==> src/rtl/glitch_sweep_sequencer_pkg.sv <==
// Shared widths, FSM state encoding and helpers for the glitch sweep sequencer.
package glitch_sweep_sequencer_pkg;

  localparam int W     = 32;
  localparam int REP_W = 8;
  localparam int TMO_W = 24;
  localparam int CNT_W = 32;

  typedef enum logic [2:0] {
    S_IDLE  = 3'd0,
    S_LOAD  = 3'd1,
    S_ARM   = 3'd2,
    S_WAIT  = 3'd3,
    S_CLEAR = 3'd4,
    S_STEP  = 3'd5,
    S_END   = 3'd6
  } state_e;

  // Counters stick at all-ones instead of wrapping back to zero.
  function automatic logic [CNT_W-1:0] sat_inc(input logic [CNT_W-1:0] v);
    return (&v) ? v : v + CNT_W'(1);
  endfunction

endpackage

==> src/rtl/glitch_sweep_sequencer_if.sv <==
// Bundle of the sequencer's configuration, trigger handshake and status signals.
interface glitch_sweep_sequencer_if;
  import glitch_sweep_sequencer_pkg::*;

  logic             i_START;
  logic             i_ABORT;
  logic             i_STOP_ON_HIT;
  logic [W-1:0]     i_D_START;
  logic [W-1:0]     i_D_STEP;
  logic [W-1:0]     i_D_END;
  logic [W-1:0]     i_P_START;
  logic [W-1:0]     i_P_STEP;
  logic [W-1:0]     i_P_END;
  logic [REP_W-1:0] i_REPEAT;
  logic [TMO_W-1:0] i_TIMEOUT;
  logic             i_DONE;
  logic             i_HIT;
  logic [W-1:0]     o_DELAY_1ST;
  logic [W-1:0]     o_PULSE_WIDTH;
  logic             o_ARM;
  logic             o_STOP_N;
  logic             o_BUSY;
  logic             o_FINISHED;
  logic             o_HIT_VALID;
  logic [W-1:0]     o_HIT_DELAY;
  logic [W-1:0]     o_HIT_WIDTH;
  logic [CNT_W-1:0] o_ATTEMPTS;
  logic [CNT_W-1:0] o_HITS;
  logic [CNT_W-1:0] o_TIMEOUTS;
  logic [2:0]       o_STATE;

  modport slave (
    input  i_START, i_ABORT, i_STOP_ON_HIT, i_D_START, i_D_STEP, i_D_END,
           i_P_START, i_P_STEP, i_P_END, i_REPEAT, i_TIMEOUT, i_DONE, i_HIT,
    output o_DELAY_1ST, o_PULSE_WIDTH, o_ARM, o_STOP_N, o_BUSY, o_FINISHED,
           o_HIT_VALID, o_HIT_DELAY, o_HIT_WIDTH, o_ATTEMPTS, o_HITS, o_TIMEOUTS, o_STATE
  );

  modport master (
    output i_START, i_ABORT, i_STOP_ON_HIT, i_D_START, i_D_STEP, i_D_END,
           i_P_START, i_P_STEP, i_P_END, i_REPEAT, i_TIMEOUT, i_DONE, i_HIT,
    input  o_DELAY_1ST, o_PULSE_WIDTH, o_ARM, o_STOP_N, o_BUSY, o_FINISHED,
           o_HIT_VALID, o_HIT_DELAY, o_HIT_WIDTH, o_ATTEMPTS, o_HITS, o_TIMEOUTS, o_STATE
  );

endinterface

==> src/rtl/glitch_sweep_sequencer_sweep_axis.sv <==
// One sweep axis: holds its range and current value, steps with overflow-safe wrap.
module glitch_sweep_sequencer_sweep_axis
  import glitch_sweep_sequencer_pkg::*;
(
  input  logic         clk,
  input  logic         rst_n,
  input  logic         init,
  input  logic [W-1:0] cfg_start,
  input  logic [W-1:0] cfg_step,
  input  logic [W-1:0] cfg_end,
  input  logic         advance,
  output logic [W-1:0] value,
  output logic         wrap
);

  logic [W-1:0] value_q, value_d;
  logic [W-1:0] start_q, start_d;
  logic [W-1:0] step_q, step_d;
  logic [W-1:0] end_q, end_d;
  logic [W:0]   next_sum;

  // Next value is computed one bit wider so a step past 2^W reads as a wrap, not a small value.
  always_comb begin
    next_sum = {1'b0, value_q} + {1'b0, step_q};
    wrap     = (step_q == '0) || next_sum[W] || (next_sum[W-1:0] > end_q);
    value_d  = value_q;
    start_d  = start_q;
    step_d   = step_q;
    end_d    = end_q;
    if (init) begin
      start_d = cfg_start;
      step_d  = cfg_step;
      end_d   = cfg_end;
      value_d = cfg_start;
    end else if (advance) begin
      value_d = wrap ? start_q : next_sum[W-1:0];
    end
  end

  // Axis range and position registers.
  always_ff @(posedge clk or negedge rst_n) begin
    if (!rst_n) begin
      value_q <= '0;
      start_q <= '0;
      step_q  <= '0;
      end_q   <= '0;
    end else begin
      value_q <= value_d;
      start_q <= start_d;
      step_q  <= step_d;
      end_q   <= end_d;
    end
  end

  assign value = value_q;

endmodule

==> src/rtl/glitch_sweep_sequencer.sv <==
// Hardware-paced glitch sweep: width (outer) x delay (inner) x repeats, one trigger attempt each.
module glitch_sweep_sequencer
  import glitch_sweep_sequencer_pkg::*;
(
  input  logic                    i_CLK,
  input  logic                    i_RST_N,
  glitch_sweep_sequencer_if.slave bus
);

  state_e           state_q, state_d;
  logic             arm_q, arm_d, stop_n_q, stop_n_d, busy_q, busy_d, finished_q, finished_d;
  logic [REP_W-1:0] rep_q, rep_d, rep_cfg_q, rep_cfg_d;
  logic [TMO_W-1:0] tmo_q, tmo_d, tmo_cfg_q, tmo_cfg_d;
  logic             hit_lat_q, hit_lat_d, abort_q, abort_d, last_q, last_d, stop_cfg_q, stop_cfg_d;
  logic [CNT_W-1:0] attempts_q, attempts_d, hits_q, hits_d, timeouts_q, timeouts_d;
  logic             hit_valid_q, hit_valid_d;
  logic [W-1:0]     hit_delay_q, hit_delay_d, hit_width_q, hit_width_d;
  logic             axis_init, d_adv, p_adv, d_wrap, p_wrap;
  logic [W-1:0]     d_val, p_val;
  logic             attempt_hit, timed_out, rep_last, abort_req;

  glitch_sweep_sequencer_sweep_axis u_delay_axis (
    .clk(i_CLK), .rst_n(i_RST_N), .init(axis_init),
    .cfg_start(bus.i_D_START), .cfg_step(bus.i_D_STEP), .cfg_end(bus.i_D_END),
    .advance(d_adv), .value(d_val), .wrap(d_wrap)
  );

  glitch_sweep_sequencer_sweep_axis u_width_axis (
    .clk(i_CLK), .rst_n(i_RST_N), .init(axis_init),
    .cfg_start(bus.i_P_START), .cfg_step(bus.i_P_STEP), .cfg_end(bus.i_P_END),
    .advance(p_adv), .value(p_val), .wrap(p_wrap)
  );

  // Sweep control: points advance in CLEAR so new parameters settle during STEP before ARM rises.
  always_comb begin
    state_d     = state_q;
    arm_d       = arm_q;
    stop_n_d    = 1'b1;
    busy_d      = busy_q;
    finished_d  = 1'b0;
    rep_d       = rep_q;
    tmo_d       = tmo_q;
    hit_lat_d   = hit_lat_q;
    abort_d     = abort_q;
    last_d      = last_q;
    attempts_d  = attempts_q;
    hits_d      = hits_q;
    timeouts_d  = timeouts_q;
    hit_valid_d = hit_valid_q;
    hit_delay_d = hit_delay_q;
    hit_width_d = hit_width_q;
    rep_cfg_d   = rep_cfg_q;
    tmo_cfg_d   = tmo_cfg_q;
    stop_cfg_d  = stop_cfg_q;
    axis_init   = 1'b0;
    d_adv       = 1'b0;
    p_adv       = 1'b0;
    attempt_hit = hit_lat_q | bus.i_HIT;
    timed_out   = (tmo_cfg_q != '0) && (tmo_q >= tmo_cfg_q - TMO_W'(1));
    rep_last    = (rep_cfg_q == '0) || (rep_q >= rep_cfg_q - REP_W'(1));
    abort_req   = bus.i_ABORT && !abort_q && (state_q != S_IDLE) && (state_q != S_END);

    if (abort_req) begin
      state_d  = S_CLEAR;
      arm_d    = 1'b0;
      stop_n_d = 1'b0;
      abort_d  = 1'b1;
    end else begin
      case (state_q)
        S_LOAD: begin
          state_d   = S_ARM;
          arm_d     = 1'b1;
          tmo_d     = '0;
          hit_lat_d = 1'b0;
        end
        S_ARM: begin
          state_d = S_WAIT;
          tmo_d   = tmo_q + TMO_W'(1);
        end
        S_WAIT: begin
          hit_lat_d = attempt_hit;
          if (bus.i_DONE || timed_out) begin
            state_d    = S_CLEAR;
            arm_d      = 1'b0;
            stop_n_d   = 1'b0;
            attempts_d = sat_inc(attempts_q);
            if (!bus.i_DONE) timeouts_d = sat_inc(timeouts_q);
            if (attempt_hit) begin
              hits_d = sat_inc(hits_q);
              if (!hit_valid_q) begin
                hit_valid_d = 1'b1;
                hit_delay_d = d_val;
                hit_width_d = p_val;
              end
            end
          end else begin
            tmo_d = tmo_q + TMO_W'(1);
          end
        end
        S_CLEAR: begin
          if (abort_q) begin
            state_d    = S_END;
            busy_d     = 1'b0;
            finished_d = 1'b1;
          end else begin
            state_d = S_STEP;
            last_d  = 1'b0;
            if (rep_last && !(hit_lat_q && stop_cfg_q)) begin
              d_adv  = !(d_wrap && p_wrap);
              p_adv  = d_wrap && !p_wrap;
              last_d = d_wrap && p_wrap;
            end
          end
        end
        S_STEP: begin
          if ((hit_lat_q && stop_cfg_q) || last_q) begin
            state_d    = S_END;
            busy_d     = 1'b0;
            finished_d = 1'b1;
          end else begin
            state_d   = S_ARM;
            arm_d     = 1'b1;
            tmo_d     = '0;
            hit_lat_d = 1'b0;
            rep_d     = rep_last ? '0 : rep_q + REP_W'(1);
          end
        end
        default: begin
          if (state_q == S_END) state_d = S_IDLE;
          if (bus.i_START && !bus.i_ABORT) begin
            state_d     = S_LOAD;
            busy_d      = 1'b1;
            axis_init   = 1'b1;
            rep_d       = '0;
            hit_lat_d   = 1'b0;
            abort_d     = 1'b0;
            last_d      = 1'b0;
            attempts_d  = '0;
            hits_d      = '0;
            timeouts_d  = '0;
            hit_valid_d = 1'b0;
            hit_delay_d = '0;
            hit_width_d = '0;
            rep_cfg_d   = bus.i_REPEAT;
            tmo_cfg_d   = bus.i_TIMEOUT;
            stop_cfg_d  = bus.i_STOP_ON_HIT;
          end
        end
      endcase
    end
  end

  // All FSM state, registered outputs and counters; STOP_N idles high out of reset.
  always_ff @(posedge i_CLK or negedge i_RST_N) begin
    if (!i_RST_N) begin
      state_q     <= S_IDLE;
      arm_q       <= 1'b0;
      stop_n_q    <= 1'b1;
      busy_q      <= 1'b0;
      finished_q  <= 1'b0;
      rep_q       <= '0;
      tmo_q       <= '0;
      hit_lat_q   <= 1'b0;
      abort_q     <= 1'b0;
      last_q      <= 1'b0;
      attempts_q  <= '0;
      hits_q      <= '0;
      timeouts_q  <= '0;
      hit_valid_q <= 1'b0;
      hit_delay_q <= '0;
      hit_width_q <= '0;
      rep_cfg_q   <= '0;
      tmo_cfg_q   <= '0;
      stop_cfg_q  <= 1'b0;
    end else begin
      state_q     <= state_d;
      arm_q       <= arm_d;
      stop_n_q    <= stop_n_d;
      busy_q      <= busy_d;
      finished_q  <= finished_d;
      rep_q       <= rep_d;
      tmo_q       <= tmo_d;
      hit_lat_q   <= hit_lat_d;
      abort_q     <= abort_d;
      last_q      <= last_d;
      attempts_q  <= attempts_d;
      hits_q      <= hits_d;
      timeouts_q  <= timeouts_d;
      hit_valid_q <= hit_valid_d;
      hit_delay_q <= hit_delay_d;
      hit_width_q <= hit_width_d;
      rep_cfg_q   <= rep_cfg_d;
      tmo_cfg_q   <= tmo_cfg_d;
      stop_cfg_q  <= stop_cfg_d;
    end
  end

  assign bus.o_DELAY_1ST   = d_val;
  assign bus.o_PULSE_WIDTH = p_val;
  assign bus.o_ARM         = arm_q;
  assign bus.o_STOP_N      = stop_n_q;
  assign bus.o_BUSY        = busy_q;
  assign bus.o_FINISHED    = finished_q;
  assign bus.o_HIT_VALID   = hit_valid_q;
  assign bus.o_HIT_DELAY   = hit_delay_q;
  assign bus.o_HIT_WIDTH   = hit_width_q;
  assign bus.o_ATTEMPTS    = attempts_q;
  assign bus.o_HITS        = hits_q;
  assign bus.o_TIMEOUTS    = timeouts_q;
  assign bus.o_STATE       = state_q;

endmodule

==> src/flat_wrapper.sv <==
// flat-port wrapper written by rule: the top's interface ports become plain ports
module glitch_sweep_sequencer_flat import glitch_sweep_sequencer_pkg::*;
  (i_CLK, i_RST_N, bus_i_START, bus_i_ABORT, bus_i_STOP_ON_HIT, bus_i_D_START, bus_i_D_STEP, bus_i_D_END, bus_i_P_START, bus_i_P_STEP, bus_i_P_END, bus_i_REPEAT, bus_i_TIMEOUT, bus_i_DONE, bus_i_HIT, bus_o_DELAY_1ST, bus_o_PULSE_WIDTH, bus_o_ARM, bus_o_STOP_N, bus_o_BUSY, bus_o_FINISHED, bus_o_HIT_VALID, bus_o_HIT_DELAY, bus_o_HIT_WIDTH, bus_o_ATTEMPTS, bus_o_HITS, bus_o_TIMEOUTS, bus_o_STATE);
  glitch_sweep_sequencer_if bus_i ();
  input  logic i_CLK;
  input  logic i_RST_N;
  input wire logic [$bits(bus_i.i_START)-1:0] bus_i_START;
  input wire logic [$bits(bus_i.i_ABORT)-1:0] bus_i_ABORT;
  input wire logic [$bits(bus_i.i_STOP_ON_HIT)-1:0] bus_i_STOP_ON_HIT;
  input wire logic [$bits(bus_i.i_D_START)-1:0] bus_i_D_START;
  input wire logic [$bits(bus_i.i_D_STEP)-1:0] bus_i_D_STEP;
  input wire logic [$bits(bus_i.i_D_END)-1:0] bus_i_D_END;
  input wire logic [$bits(bus_i.i_P_START)-1:0] bus_i_P_START;
  input wire logic [$bits(bus_i.i_P_STEP)-1:0] bus_i_P_STEP;
  input wire logic [$bits(bus_i.i_P_END)-1:0] bus_i_P_END;
  input wire logic [$bits(bus_i.i_REPEAT)-1:0] bus_i_REPEAT;
  input wire logic [$bits(bus_i.i_TIMEOUT)-1:0] bus_i_TIMEOUT;
  input wire logic [$bits(bus_i.i_DONE)-1:0] bus_i_DONE;
  input wire logic [$bits(bus_i.i_HIT)-1:0] bus_i_HIT;
  output wire logic [$bits(bus_i.o_DELAY_1ST)-1:0] bus_o_DELAY_1ST;
  output wire logic [$bits(bus_i.o_PULSE_WIDTH)-1:0] bus_o_PULSE_WIDTH;
  output wire logic [$bits(bus_i.o_ARM)-1:0] bus_o_ARM;
  output wire logic [$bits(bus_i.o_STOP_N)-1:0] bus_o_STOP_N;
  output wire logic [$bits(bus_i.o_BUSY)-1:0] bus_o_BUSY;
  output wire logic [$bits(bus_i.o_FINISHED)-1:0] bus_o_FINISHED;
  output wire logic [$bits(bus_i.o_HIT_VALID)-1:0] bus_o_HIT_VALID;
  output wire logic [$bits(bus_i.o_HIT_DELAY)-1:0] bus_o_HIT_DELAY;
  output wire logic [$bits(bus_i.o_HIT_WIDTH)-1:0] bus_o_HIT_WIDTH;
  output wire logic [$bits(bus_i.o_ATTEMPTS)-1:0] bus_o_ATTEMPTS;
  output wire logic [$bits(bus_i.o_HITS)-1:0] bus_o_HITS;
  output wire logic [$bits(bus_i.o_TIMEOUTS)-1:0] bus_o_TIMEOUTS;
  output wire logic [$bits(bus_i.o_STATE)-1:0] bus_o_STATE;
  assign bus_i.i_START = bus_i_START;
  assign bus_i.i_ABORT = bus_i_ABORT;
  assign bus_i.i_STOP_ON_HIT = bus_i_STOP_ON_HIT;
  assign bus_i.i_D_START = bus_i_D_START;
  assign bus_i.i_D_STEP = bus_i_D_STEP;
  assign bus_i.i_D_END = bus_i_D_END;
  assign bus_i.i_P_START = bus_i_P_START;
  assign bus_i.i_P_STEP = bus_i_P_STEP;
  assign bus_i.i_P_END = bus_i_P_END;
  assign bus_i.i_REPEAT = bus_i_REPEAT;
  assign bus_i.i_TIMEOUT = bus_i_TIMEOUT;
  assign bus_i.i_DONE = bus_i_DONE;
  assign bus_i.i_HIT = bus_i_HIT;
  assign bus_o_DELAY_1ST = bus_i.o_DELAY_1ST;
  assign bus_o_PULSE_WIDTH = bus_i.o_PULSE_WIDTH;
  assign bus_o_ARM = bus_i.o_ARM;
  assign bus_o_STOP_N = bus_i.o_STOP_N;
  assign bus_o_BUSY = bus_i.o_BUSY;
  assign bus_o_FINISHED = bus_i.o_FINISHED;
  assign bus_o_HIT_VALID = bus_i.o_HIT_VALID;
  assign bus_o_HIT_DELAY = bus_i.o_HIT_DELAY;
  assign bus_o_HIT_WIDTH = bus_i.o_HIT_WIDTH;
  assign bus_o_ATTEMPTS = bus_i.o_ATTEMPTS;
  assign bus_o_HITS = bus_i.o_HITS;
  assign bus_o_TIMEOUTS = bus_i.o_TIMEOUTS;
  assign bus_o_STATE = bus_i.o_STATE;
  glitch_sweep_sequencer u_core (.i_CLK(i_CLK), .i_RST_N(i_RST_N), .bus(bus_i));
endmodule
==> config.mk <==
export PLATFORM = sky130hd
export DESIGN_NAME = glitch_sweep_sequencer_flat
export DESIGN_NICKNAME = d
export VERILOG_FILES = /design/src/rtl/glitch_sweep_sequencer_pkg.sv /design/src/rtl/glitch_sweep_sequencer_if.sv /design/src/rtl/glitch_sweep_sequencer_sweep_axis.sv /design/src/rtl/glitch_sweep_sequencer.sv /design/src/flat_wrapper.sv
export SDC_FILE = /design/constraint.sdc
export NUM_CORES = 1
export LEC_CHECK = 0
export ABC_AREA = 1
export BUFFER_PORTS_ARGS = -buffer_cell sky130_fd_sc_hd__buf_2
export CAP_MARGIN = 20
export CORE_ASPECT_RATIO = 0.75
export CORE_MARGIN = 2
export CORE_UTILIZATION = 55
export CTS_CLUSTER_SIZE = 12
export DETAILED_ROUTE_END_ITERATION = 10
export PLACE_DENSITY = 0.74
export SLEW_MARGIN = 20
export SYNTH_ARGS = -nofsm -noshare
export SYNTH_HDL_FRONTEND = slang
export SYNTH_SLANG_ARGS = --single-unit
==> constraint.sdc <==
create_clock -name i_CLK -period 4.8 [get_ports i_CLK]
set_clock_uncertainty 0.05 [all_clocks]
set_input_delay 0.96 -clock i_CLK [delete_from_list [all_inputs] [get_ports i_CLK]]
set_output_delay 0.96 -clock i_CLK [all_outputs]
set_load 0.03 [all_outputs]
; ---- After elaboration in Yosys (flattened, before gate mapping)
; Index checks and enable logic that the tools add are counted.
[classes]
n_addsub = 9
n_lt_le_gt_ge = 4
eq_ne = 22
muxes = 77
bitwise_logic = 8
n_reduce_logical = 60
[op_table]
columns = op, count
row1 = 32-bit two-way mux, 21
row2 = 32-bit case mux with 2 select lines, 5
row3 = "32-bit by 1-bit adder with 32-bit output, second input constant", 3
row4 = 24-bit case mux with 4 select lines, 1
row5 = 32-bit AND reduction, 3
row6 = 32-bit by 32-bit adder with 33-bit output, 2
row7 = 32-bit greater-than comparator, 2
row8 = 32-bit logical NOT, 2
row9 = 24-bit two-way mux, 2
row10 = 1-bit two-way mux, 31
row11 = "24-bit by 1-bit adder with 24-bit output, second input constant", 1
row12 = 24-bit >= comparator, 1
row13 = 8-bit two-way mux, 3
row14 = 24-bit nonzero test, 1
row15 = "24-bit by 1-bit subtractor with 24-bit output, second input constant", 1
row16 = 6-bit AND reduction, 3
row17 = "2-bit inequality test, second input constant", 8
row18 = 8-bit case mux with 2 select lines, 1
row19 = 4-bit AND reduction, 4
row20 = 3-bit two-way mux, 5
row21 = 3-bit case mux with 5 select lines, 1
row22 = 5-bit AND reduction, 3
row23 = 2-bit nonzero test, 6
row24 = 4-bit nonzero test, 3
row25 = 28 further kinds, 67
[word_totals]
reg_bits = 492
inputBits = 231
output_inout_bits = 232
wordCells = 207

; ---- Depth between registers and ports, before layout
; Gate-level depths: netlist (run 1).
[logic_depth]
ltp_word = 11
ltp_mapped = 30
mapped_depth_nobuf = 29

; ---- By module
; Synthesis (run 1) repeated with hierarchy kept, for this count alone.
[unflattened]
hier_cells = 4531
hier_area_um2 = 31820.5
[by_module_without_submodules]
columns = mod, n_inst, cells_per_inst, area_per_inst_um2, seq_area_each_um2
row1 = glitch_sweep_sequencer, 1, 2207, 15142.0, 5906.9
row2 = glitch_sweep_sequencer_sweep_axis at u_core.u_width_axis, 1, 1190, 8454.4, 3203.1
row3 = glitch_sweep_sequencer_sweep_axis at u_core.u_delay_axis, 1, 1134, 8224.1, 3203.1

; ---- Worst setup path before layout (run 1)
; Ideal clock, no wire load.
[synth_timing]
path_type = register to register
startpoint = register u_core.u_delay_axis.value_q[0], in the netlist u_core.u_delay_axis.value[0]
endpoint = register u_core.u_delay_axis.value_q[1], in the netlist u_core.u_delay_axis.value[1]
setup_ns = 0.118
arrival_time_ns = 3.478
required_time_ns = 4.632
slack_ns = 1.154
path_stages_with_launch = 27
path_buffers = 1
period_less_slack_ns = 3.646
path_cell_list = dfrtp_1 > ha_1 > fa_1 > nand3_1 > nand3_2 > nand2_1 > nand2_1 > nand2_1 > nand2_1 > nand2_1 > nand3_1 > nand2_1 > inv_1 > ha_1 > nand2_1 > nor2_1 > nor3b_1 > nand2_1 > nand2_1 > nand2_1 > nand2_2 > nand2_1 > nand2_2 > nand2_4 > buf_4 > nand2_1 > nand2_1
[synth_via]
elab_chain_cells = 10
word_cells_on_any_way = 14
cone_classes = 1 x add/sub / 1 x order compare / 7 x mux / 5 x reduce/logical
[synth_lines]
columns = item, line
row1 = from (decl), glitch_sweep_sequencer_sweep_axis.sv:16  ; logic [W-1:0] value_q, value_d;
row2 = from (signal assigned), glitch_sweep_sequencer_sweep_axis.sv:48  ; value_q <= value_d;
row3 = 32-bit by 32-bit adder with 33-bit output *, glitch_sweep_sequencer_sweep_axis.sv:24  ; next_sum = {1'b0, value_q} + {1'b0, step_q};
row4 = 32-bit greater-than comparator or 1-bit logical OR (tied branches), glitch_sweep_sequencer_sweep_axis.sv:25  ; wrap = (step_q == '0) || next_sum[W] || (next_sum[W-1:0] > end_q);
row5 = 1-bit logical OR, glitch_sweep_sequencer_sweep_axis.sv:25
row6 = 1-bit logical AND, glitch_sweep_sequencer.sv:109  ; d_adv = !(d_wrap && p_wrap);
row7 = 1-bit logical NOT, glitch_sweep_sequencer.sv:109
row8 = 1-bit two-way mux, glitch_sweep_sequencer.sv:108  ; if (rep_last && !(hit_lat_q && stop_cfg_q)) begin
row9 = 1-bit two-way mux, glitch_sweep_sequencer.sv:101  ; if (abort_q) begin
row10 = 1-bit two-way mux, glitch_sweep_sequencer.sv:69  ; case (state_q)
row11 = 1-bit two-way mux, glitch_sweep_sequencer.sv:63  ; if (abort_req) begin
row12 = 2-bit nonzero test (no line), n/a
; Mark *: on every way between the ends. The rest lies on a longest branch, timed or not. The select of a mux whose other input is x is not followed.
; A chain may end at the register's enable or synchronous reset.

; ---- Worst setup path after layout (run 1)
[layout_timing]
startpoint = register u_core.u_width_axis.value_q[2], in the netlist u_core.u_width_axis.value[2]
endpoint = register u_core.u_delay_axis.value_q[14], in the netlist u_core.u_delay_axis.value[14]
[layout_via]
elab_chain_cells = 10
word_cells_on_any_way = 11
cone_classes = 1 x add/sub / 1 x order compare / 4 x mux / 5 x reduce/logical
[layout_lines]
columns = item, line
row1 = from (decl), glitch_sweep_sequencer_sweep_axis.sv:16
row2 = from (signal assigned), glitch_sweep_sequencer_sweep_axis.sv:48
row3 = 32-bit by 32-bit adder with 33-bit output *, glitch_sweep_sequencer_sweep_axis.sv:24
row4 = 32-bit greater-than comparator or 1-bit logical OR (tied branches), glitch_sweep_sequencer_sweep_axis.sv:25
row5 = 1-bit logical OR *, glitch_sweep_sequencer_sweep_axis.sv:25
row6 = 1-bit logical AND *, glitch_sweep_sequencer.sv:109
row7 = 1-bit logical NOT *, glitch_sweep_sequencer.sv:109
row8 = 1-bit two-way mux *, glitch_sweep_sequencer.sv:108
row9 = 1-bit two-way mux *, glitch_sweep_sequencer.sv:101
row10 = 1-bit two-way mux *, glitch_sweep_sequencer.sv:69
row11 = 1-bit two-way mux *, glitch_sweep_sequencer.sv:63
row12 = 2-bit nonzero test (no line) *, n/a
; Mark *: on every way between the ends. The rest lies on a longest branch, timed or not.

==> results of run 1 <==
-- repair_timing --
action / CTS / global route
gates resized for setup: 0 / 5
buffers inserted: 0 / 0
setup endpoints to repair: 0 / 35
-- final timing paths --
kind                                                  from                              end  cells past startpoint
max                           u_core.u_width_axis.value[2]    u_core.u_delay_axis.value[14]                     23
min                                                i_RST_N        u_core.bus.o_TIMEOUTS[22]                      1
max reg2reg                   u_core.u_width_axis.value[2]    u_core.u_delay_axis.value[14]                     23
min reg2reg                u_core.u_delay_axis.start_q[15]  u_core.u_delay_axis.start_q[15]                      2
max in group asynchronous                          i_RST_N    u_core.u_width_axis.end_q[22]                      2
min in group i_CLK         u_core.u_delay_axis.start_q[15]  u_core.u_delay_axis.start_q[15]                      2
-- cells by family after synthesis --
kind of cell	share of synthesized area, %
AND/OR/NAND/NOR	34.0
adder cells (fa/ha/maj)	6.55
AO/OA/AOI/OAI	5.13
multiplexers	3.07
flip-flops	37.7
buffers and inverters	9.38
XOR/XNOR	4.23
-- worst reg2reg max path: cells and delay by family, from the launching register on --
family                   cells  cell delay [ps]
AND/OR/NAND/NOR             18             2160
adder cells (fa/ha/maj)      2              750
XOR/XNOR                     1              530
buffers and inverters        2              490
flip-flops                   1              440
-- through the flow --
| stage | util [%] | hold WS, ps |
|---|---|---|
| after floorplan | - | 392 |
| after global placement | 60.8 | 403 |
| after detailed placement | 60.8 | 408 |
| after CTS | 63.6 | 373 |
| after global routing | 63.6 | 405 |
| final | 63.7 | 364 |
-- per-layer routing --
metal	GRT usage, %	vias to the layer above	share of wire (%)
li1	-	15300	-
met1	52.0	14700	46
met2	47.9	1298	41
met3	8.97	169	11
met4	8.43	2	2.4
met5	0	-	0.0066
-- synth_stat cells, drive strengths merged --
cell     count
nand2     1596
inv        584
dfrtp      491
nor2       415
nand3      407
ha         168
a21oi      155
o21ai      120
buf        109
xor2       102
mux2        89
nor3        83
nand4       57
xnor2       56
clkbuf      46
nor4        44
nand3b      21
and2         5
o21a         5
a21o         4
nor3b        4
or2          3
a2111oi      2
and3         2
clkinv       2
fa           2
o211ai       2
o21bai       2
a211oi       1
a31oi        1
dfstp        1
nor2b        1
o221ai       1
o22ai        1
o31ai        1
-- power by group through the flow --
| stage | clock network, W | logic [W] | registers (W) |
|---|---|---|---|
| CTS | 0.00413 | 0.0188 | 0.00683 |
| global route | 0.00431 | 0.0213 | 0.00702 |
| global placement | 0 | 0.0185 | 0.00684 |
| floorplan | 0 | 0.0122 | 0.00748 |
| finish | 0.00407 | 0.0192 | 0.00688 |
| detailed placement | 0 | 0.0186 | 0.00689 |
-- cell type report --
type	count	area (um^2)	area share, %
sequential	492	12300	32.9
inverter	586	2200	5.88
clock buffer	77	1530	4.09
multi-input combinational	3350	17400	46.4
timing repair buffer	519	2920	7.79
clock inverter	7	125	0.334
tap	790	988	2.64
antenna	7	17.5	0.0468
==> flow_summary.json, run 1 <==
{
  "outcome": "finished clean",
  "areaGrowthSynthToFinish_pct": 14.6,
  "syn-num-nets": 4984,
  "setup_tns_ps": 0,
  "reg2reg_slack_ps": 320,
  "cts_buffers": 51,
  "cts.root.buffer_cell": "sky130_fd_sc_hd__clkbuf_16",
  "cp_data_required_time_ps": 5290,
  "design.core.area_um2": 58900,
  "post-place-ws_ps": 324,
  "final.period_utilization_pct": 93.3,
  "switching_power_w": 0.0162,
  "setup-violations-final": 0,
  "final_design_area_no_fill_um2": 37500,
  "slew-limit-headroom_pct": 36.9,
  "power_switching_share_pct": 53.8,
  "die_h_um": 215,
  "numPortBuffers": 462,
  "finalPower_w": 0.0302,
  "final.setup.worst_slack_ps": 323,
  "detailed_placement_wirelength_estimate_um": 82200,
  "finalWeightedCongestion": 1.02,
  "synth_area_leaders": "sky130_fd_sc_hd__dfrtp_1 38%, sky130_fd_sc_hd__nand2_1 18%, sky130_fd_sc_hd__inv_1 6.6%, sky130_fd_sc_hd__ha_1 6.4%, sky130_fd_sc_hd__nand3_1 6.2%",
  "drt_pass1_iterations": 6,
  "hold_buffers": 0,
  "initial_standard_cell_utilization_of_the_core_pct": 55.5,
  "cellLeakagePower_nw": 20.3,
  "timing.fmax_ghz": 0.223,
  "most_used_cells_in_the_layout_excluding_fill_and_tap_cells": "1,571 x sky130_fd_sc_hd__nand2_1, 570 x sky130_fd_sc_hd__inv_1, 491 x sky130_fd_sc_hd__dfrtp_1, 461 x sky130_fd_sc_hd__buf_2, 404 x sky130_fd_sc_hd__nor2_1",
  "layout-drive-gt1-share_pct": 14.5,
  "clk_lat_worst_skew_ps": 610,
  "drt_wl_cell_um": 18.2,
  "maxSlewViolCount": 0,
  "tritoncts": "done",
  "io-pin-count": 463,
  "internal_portion_of_total_power_w": 0.0139,
  "grt_remaining_overflow": 0,
  "longest_individual_stage_delay_on_the_worst_path_ps": 530,
  "vias": 31500,
  "period_needed_ps": 4480,
  "worstSetupStartpointType": "flop",
  "final_nets": 5401,
  "worstSetupPathType": "reg -> reg",
  "crit_path_max_fanout": 32,
  "dr.first_iter.drc_count": 3078,
  "clkPwrFrac_pct": 13.5,
  "ctsHtreeMaxLevel": 2,
  "critical-path-slowest-cell": "sky130_fd_sc_hd__xnor2_1",
  "mostFrequentLayoutCell": "sky130_fd_sc_hd__nand2_1",
  "share_seq_of_total_power_pct": 22.8,
  "cp_top_family": "simple AND/OR/NAND/NOR gates",
  "path_common_cell": "sky130_fd_sc_hd__nand2_1",
  "grt_pass1_vias": 29300,
  "worst_setup_hold_path_clk_slew_ps": 60,
  "maximum_clock_insertion_buffer_count": 3,
  "proportion_of_synthesized_chip_area_in_sequential_cells_pct": 37.7,
  "antenna_found_initial": 8,
  "route.detailed.vias_per_inst": 5.41,
  "setup_repair_after_global_routing_missed_its_margin": "no",
  "yosysTopAreaCell": "sky130_fd_sc_hd__dfrtp_1",
  "placed_area_um2": 35800,
  "grt_use_total_pct": 34.2,
  "synth_seq_cells": 492,
  "powerDensity_nw_per_um2": 806,
  "antenna_violating_nets_remaining": 0,
  "grt_start_max_net_pins": 103,
  "drc": 0,
  "comb_power_share_pct": 63.7,
  "ir_worst_vdd_mv": 0.543,
  "worst_pin_slew_ps": 946,
  "die_area_um2": 61400,
  "synth.cell_area_um2": 32700,
  "sort_of_element_at_the_end_of_the_critical_path": "flop",
  "yosysWarnings": 0,
  "die_width_um": 286,
  "cts.sinks": 492,
  "final_cell_count_no_fill": 5828,
  "postSynthCellCount": 4583,
  "synth.lib_cells_used.distinct": 55,
  "maxCapViolCount": 0,
  "synth_area_per_cell_um2": 7.13,
  "route.final.wire_length_um": 106000,
  "worst_ep_arrival_time_ps": 4970,
  "cp_num_buf_inv": 2,
  "floorplan.rows": 77,
  "place.detailed.instances": 5737,
  "ordered_cell_list_for_the_critical_path": "ha_1 > nand2_1 > nand3_1 > nand2_1 > nand2_1 > nand2_1 > nand2_1 > xnor2_1 > inv_1 > ha_1 > nand2_1 > nor3_1 > nand2_1 > nand2_1 > nand2_1 > nand2_1 > nand2_2 > nand2_2 > nand2_1 > nand2_2 > buf_4 > nand3_1 > nand2_1",
  "synth_top_area_share_pct": 37.6,
  "global_route_wire_length_before_repair_um": 166000,
  "hold_path_class": "in -> async",
  "report.final.hold_viol_count": 0,
  "fillCellCount": 5454
}
No activity file was read; power rests on OpenSTA's default activity.
==> run 2, diff against run 1 <==
--- a/config.mk
+++ b/config.mk
@@ -8,12 +8,14 @@
 export ABC_AREA = 1
 export BUFFER_PORTS_ARGS = -buffer_cell sky130_fd_sc_hd__buf_2
 export CAP_MARGIN = 20
-export CORE_ASPECT_RATIO = 0.75
+export CELL_PAD_IN_SITES_DETAIL_PLACEMENT = 1
+export CELL_PAD_IN_SITES_GLOBAL_PLACEMENT = 1
+export CORE_ASPECT_RATIO = 0.6
 export CORE_MARGIN = 2
-export CORE_UTILIZATION = 55
+export CORE_UTILIZATION = 42
 export CTS_CLUSTER_SIZE = 12
 export DETAILED_ROUTE_END_ITERATION = 10
-export PLACE_DENSITY = 0.74
+export PLACE_DENSITY = 0.78
 export SLEW_MARGIN = 20
 export SYNTH_ARGS = -nofsm -noshare
 export SYNTH_HDL_FRONTEND = slang
==> flow_summary.json, run 2 (synthesis gave the netlist of run 1 again) <==
{
  "worst_setup_hold_path_clk_slew_ps": 70,
  "most_used_cells_in_the_layout_excluding_fill_and_tap_cells": "1,569 x sky130_fd_sc_hd__nand2_1, 570 x sky130_fd_sc_hd__inv_1, 491 x sky130_fd_sc_hd__dfrtp_1, 461 x sky130_fd_sc_hd__buf_2, 402 x sky130_fd_sc_hd__nor2_1",
  "drc": 0,
  "layout-drive-gt1-share_pct": 15.1,
  "global_route_wire_length_before_repair_um": 189000,
  "design.core.area_um2": 77300,
  "post-place-ws_ps": -230,
  "cts.sinks": 492,
  "setup_tns_ps": 0,
  "ordered_cell_list_for_the_critical_path": "ha_1 > nand2_1 > nor2_1 > inv_1 > nor3_4 > nand3_1 > nand3_1 > nand2_1 > nand2_1 > inv_1 > ha_1 > nand2_1 > nor2_1 > nand4_1 > nor2_4 > nand4_1 > nand2_2 > nand2_2 > nand2_2 > nand2_4 > buf_8 > nand3_1 > nand2_1",
  "worstSetupStartpointType": "flop",
  "critical-path-slowest-cell": "sky130_fd_sc_hd__dfrtp_1",
  "path_common_cell": "sky130_fd_sc_hd__nand2_1",
  "tritoncts": "done",
  "maximum_clock_insertion_buffer_count": 3,
  "grt_pass1_vias": 31600,
  "slew-limit-headroom_pct": 27.5,
  "finalWeightedCongestion": 0.965,
  "cts.root.buffer_cell": "sky130_fd_sc_hd__clkbuf_16",
  "antenna_found_initial": 17,
  "cellLeakagePower_nw": 20.5,
  "longest_individual_stage_delay_on_the_worst_path_ps": 450,
  "detailed_placement_wirelength_estimate_um": 94700,
  "die_width_um": 364,
  "final.period_utilization_pct": 96.3,
  "timing.fmax_ghz": 0.216,
  "mostFrequentLayoutCell": "sky130_fd_sc_hd__nand2_1",
  "ctsHtreeMaxLevel": 2,
  "worstSetupPathType": "reg -> reg",
  "drt_wl_cell_um": 20.1,
  "critical_path.startpoint": "u_core.u_width_axis.value[20]",
  "floorplan.rows": 79,
  "maxSlewViolCount": 0,
  "drt_pass1_iterations": 5,
  "worst_pin_slew_ps": 1080,
  "ir_worst_vdd_mv": 0.483,
  "maxCapViolCount": 0,
  "period_needed_ps": 4620,
  "cts_buffers": 53,
  "reg_to_reg_startpoint": "u_core.u_width_axis.value[20]",
  "place.detailed.instances": 6008,
  "met2_demand_to_capacity_share_in_global_routing_pct": 41.9,
  "placed_area_um2": 36200,
  "final.setup.worst_slack_ps": 178,
  "die_area_um2": 80200,
  "die_h_um": 220,
  "outcome": "finished clean",
  "numPortBuffers": 462,
  "route.detailed.vias_per_inst": 5.28,
  "dr.first_iter.drc_count": 2533,
  "cp_top_family": "simple AND/OR/NAND/NOR gates",
  "most_crowded_layer_gr": "met1",
  "powerDensity_nw_per_um2": 812,
  "final_cell_count_no_fill": 6110,
  "hold_path_class": "in -> async",
  "cp_num_buf_inv": 3,
  "final_design_area_no_fill_um2": 38200,
  "clk_lat_worst_skew_ps": 630,
  "vias": 32200,
  "antenna_violating_nets_remaining": 0,
  "report.final.hold_viol_count": 0,
  "global_route.usage.met3_pct": 5.68,
  "route.final.wire_length_um": 123000,
  "worst_ep_arrival_time_ps": 5080,
  "io-pin-count": 463,
  "grt_remaining_overflow": 0,
  "crit_path_max_fanout": 16,
  "setup_repair_after_global_routing_missed_its_margin": "no",
  "cp_data_required_time_ps": 5260,
  "grt_use_total_pct": 30.3,
  "setup-violations-final": 0,
  "grt_start_max_net_pins": 95,
  "initial_standard_cell_utilization_of_the_core_pct": 42.3,
  "sort_of_element_at_the_end_of_the_critical_path": "flop",
  "grtUsageMet1_pct": 47.9,
  "areaGrowthSynthToFinish_pct": 16.8,
  "hold_slack_ps": 316,
  "final_nets": 5415
}
[run 2: changes by cell type in the layout (fill, tap and decap cells not counted), sizes merged]
cell,before,now
buf,519,529
clkinv,4,9
bufinv,3,7
clkbuf,77,73
diode,7,10
nand2,1596,1598
inv,586,585
[run 2: worst paths after layout]
path	slack [ps]	cells after the start	endpoint
setup / recovery	180	23	u_core.u_delay_axis.value[9]
hold / removal	320	1	u_core.bus.o_TIMEOUTS[0]
setup reg to reg	180	23	u_core.u_delay_axis.value[9]
hold reg to reg	420	2	u_core.u_delay_axis.start_q[29]
max in group asynchronous	3270	2	u_core.u_width_axis.value[12]
min in group i_CLK	420	2	u_core.u_delay_axis.start_q[29]
[run 2: per-stage QoR]
step | power [W] | util (%)
2_1_floorplan | 0.0196 | -
3_3_place_gp | 0.0253 | 46.8
3_5_place_dp | 0.0260 | 46.8
4_1_cts | 0.0306 | 49.2
5_1_grt | 0.0336 | 49.4
6_report | 0.0310 | 49.4
[run 2: report_power, final]
group | total, W | internal, W | switching, W
combinational | 0.0197 | 0.00616 | 0.0135
clock | 0.00441 | 0.00257 | 0.00184
sequential | 0.00693 | 0.00560 | 0.00133
total | 0.0310 | 0.0143 | 0.0167
[run 2: what timing repair did]
action	4_1_cts	5_1_grt
endpoints found under the setup margin	64	64
gates resized for setup	5	27
buffers inserted	0	2
gates cloned	0	2
pin swaps	0	7
hold buffers	0	0
[run 2: worst reg2reg max path, stage by stage (launching register included)]
cell	delay (ps)
sky130_fd_sc_hd__dfrtp_1	450
sky130_fd_sc_hd__ha_1	420
sky130_fd_sc_hd__nand2_1	160
sky130_fd_sc_hd__nor2_1	190
sky130_fd_sc_hd__inv_1	150
sky130_fd_sc_hd__nor3_4	210
sky130_fd_sc_hd__nand3_1	170
sky130_fd_sc_hd__nand3_1	100
sky130_fd_sc_hd__nand2_1	50
sky130_fd_sc_hd__nand2_1	210
sky130_fd_sc_hd__inv_1	80
sky130_fd_sc_hd__ha_1	290
sky130_fd_sc_hd__nand2_1	70
sky130_fd_sc_hd__nor2_1	190
sky130_fd_sc_hd__nand4_1	240
sky130_fd_sc_hd__nor2_4	230
sky130_fd_sc_hd__nand4_1	220
sky130_fd_sc_hd__nand2_2	180
sky130_fd_sc_hd__nand2_2	130
sky130_fd_sc_hd__nand2_2	170
sky130_fd_sc_hd__nand2_4	150
sky130_fd_sc_hd__buf_8	240
sky130_fd_sc_hd__nand3_1	110
sky130_fd_sc_hd__nand2_1	80
[run 2: final cells by class]
| class | count | area [um^2] |
|---|---|---|
| fill | 10100 | 39100 |
| multi-input combinational | 3352 | 17500 |
| sequential | 492 | 12300 |
| timing repair buffer | 529 | 3040 |
| inverter | 586 | 2200 |
| clock buffer | 73 | 1520 |
| tap | 1053 | 1320 |
| clock inverter | 15 | 268 |
| antenna | 10 | 25.0 |
[run 2: per-layer routing]
metal / share of wire (%) / routed length [um]
met5: 0.058 / 71
met4: 1.9 / 2400
met3: 6.9 / 8540
met2: 40 / 49300
met1: 51 / 62700
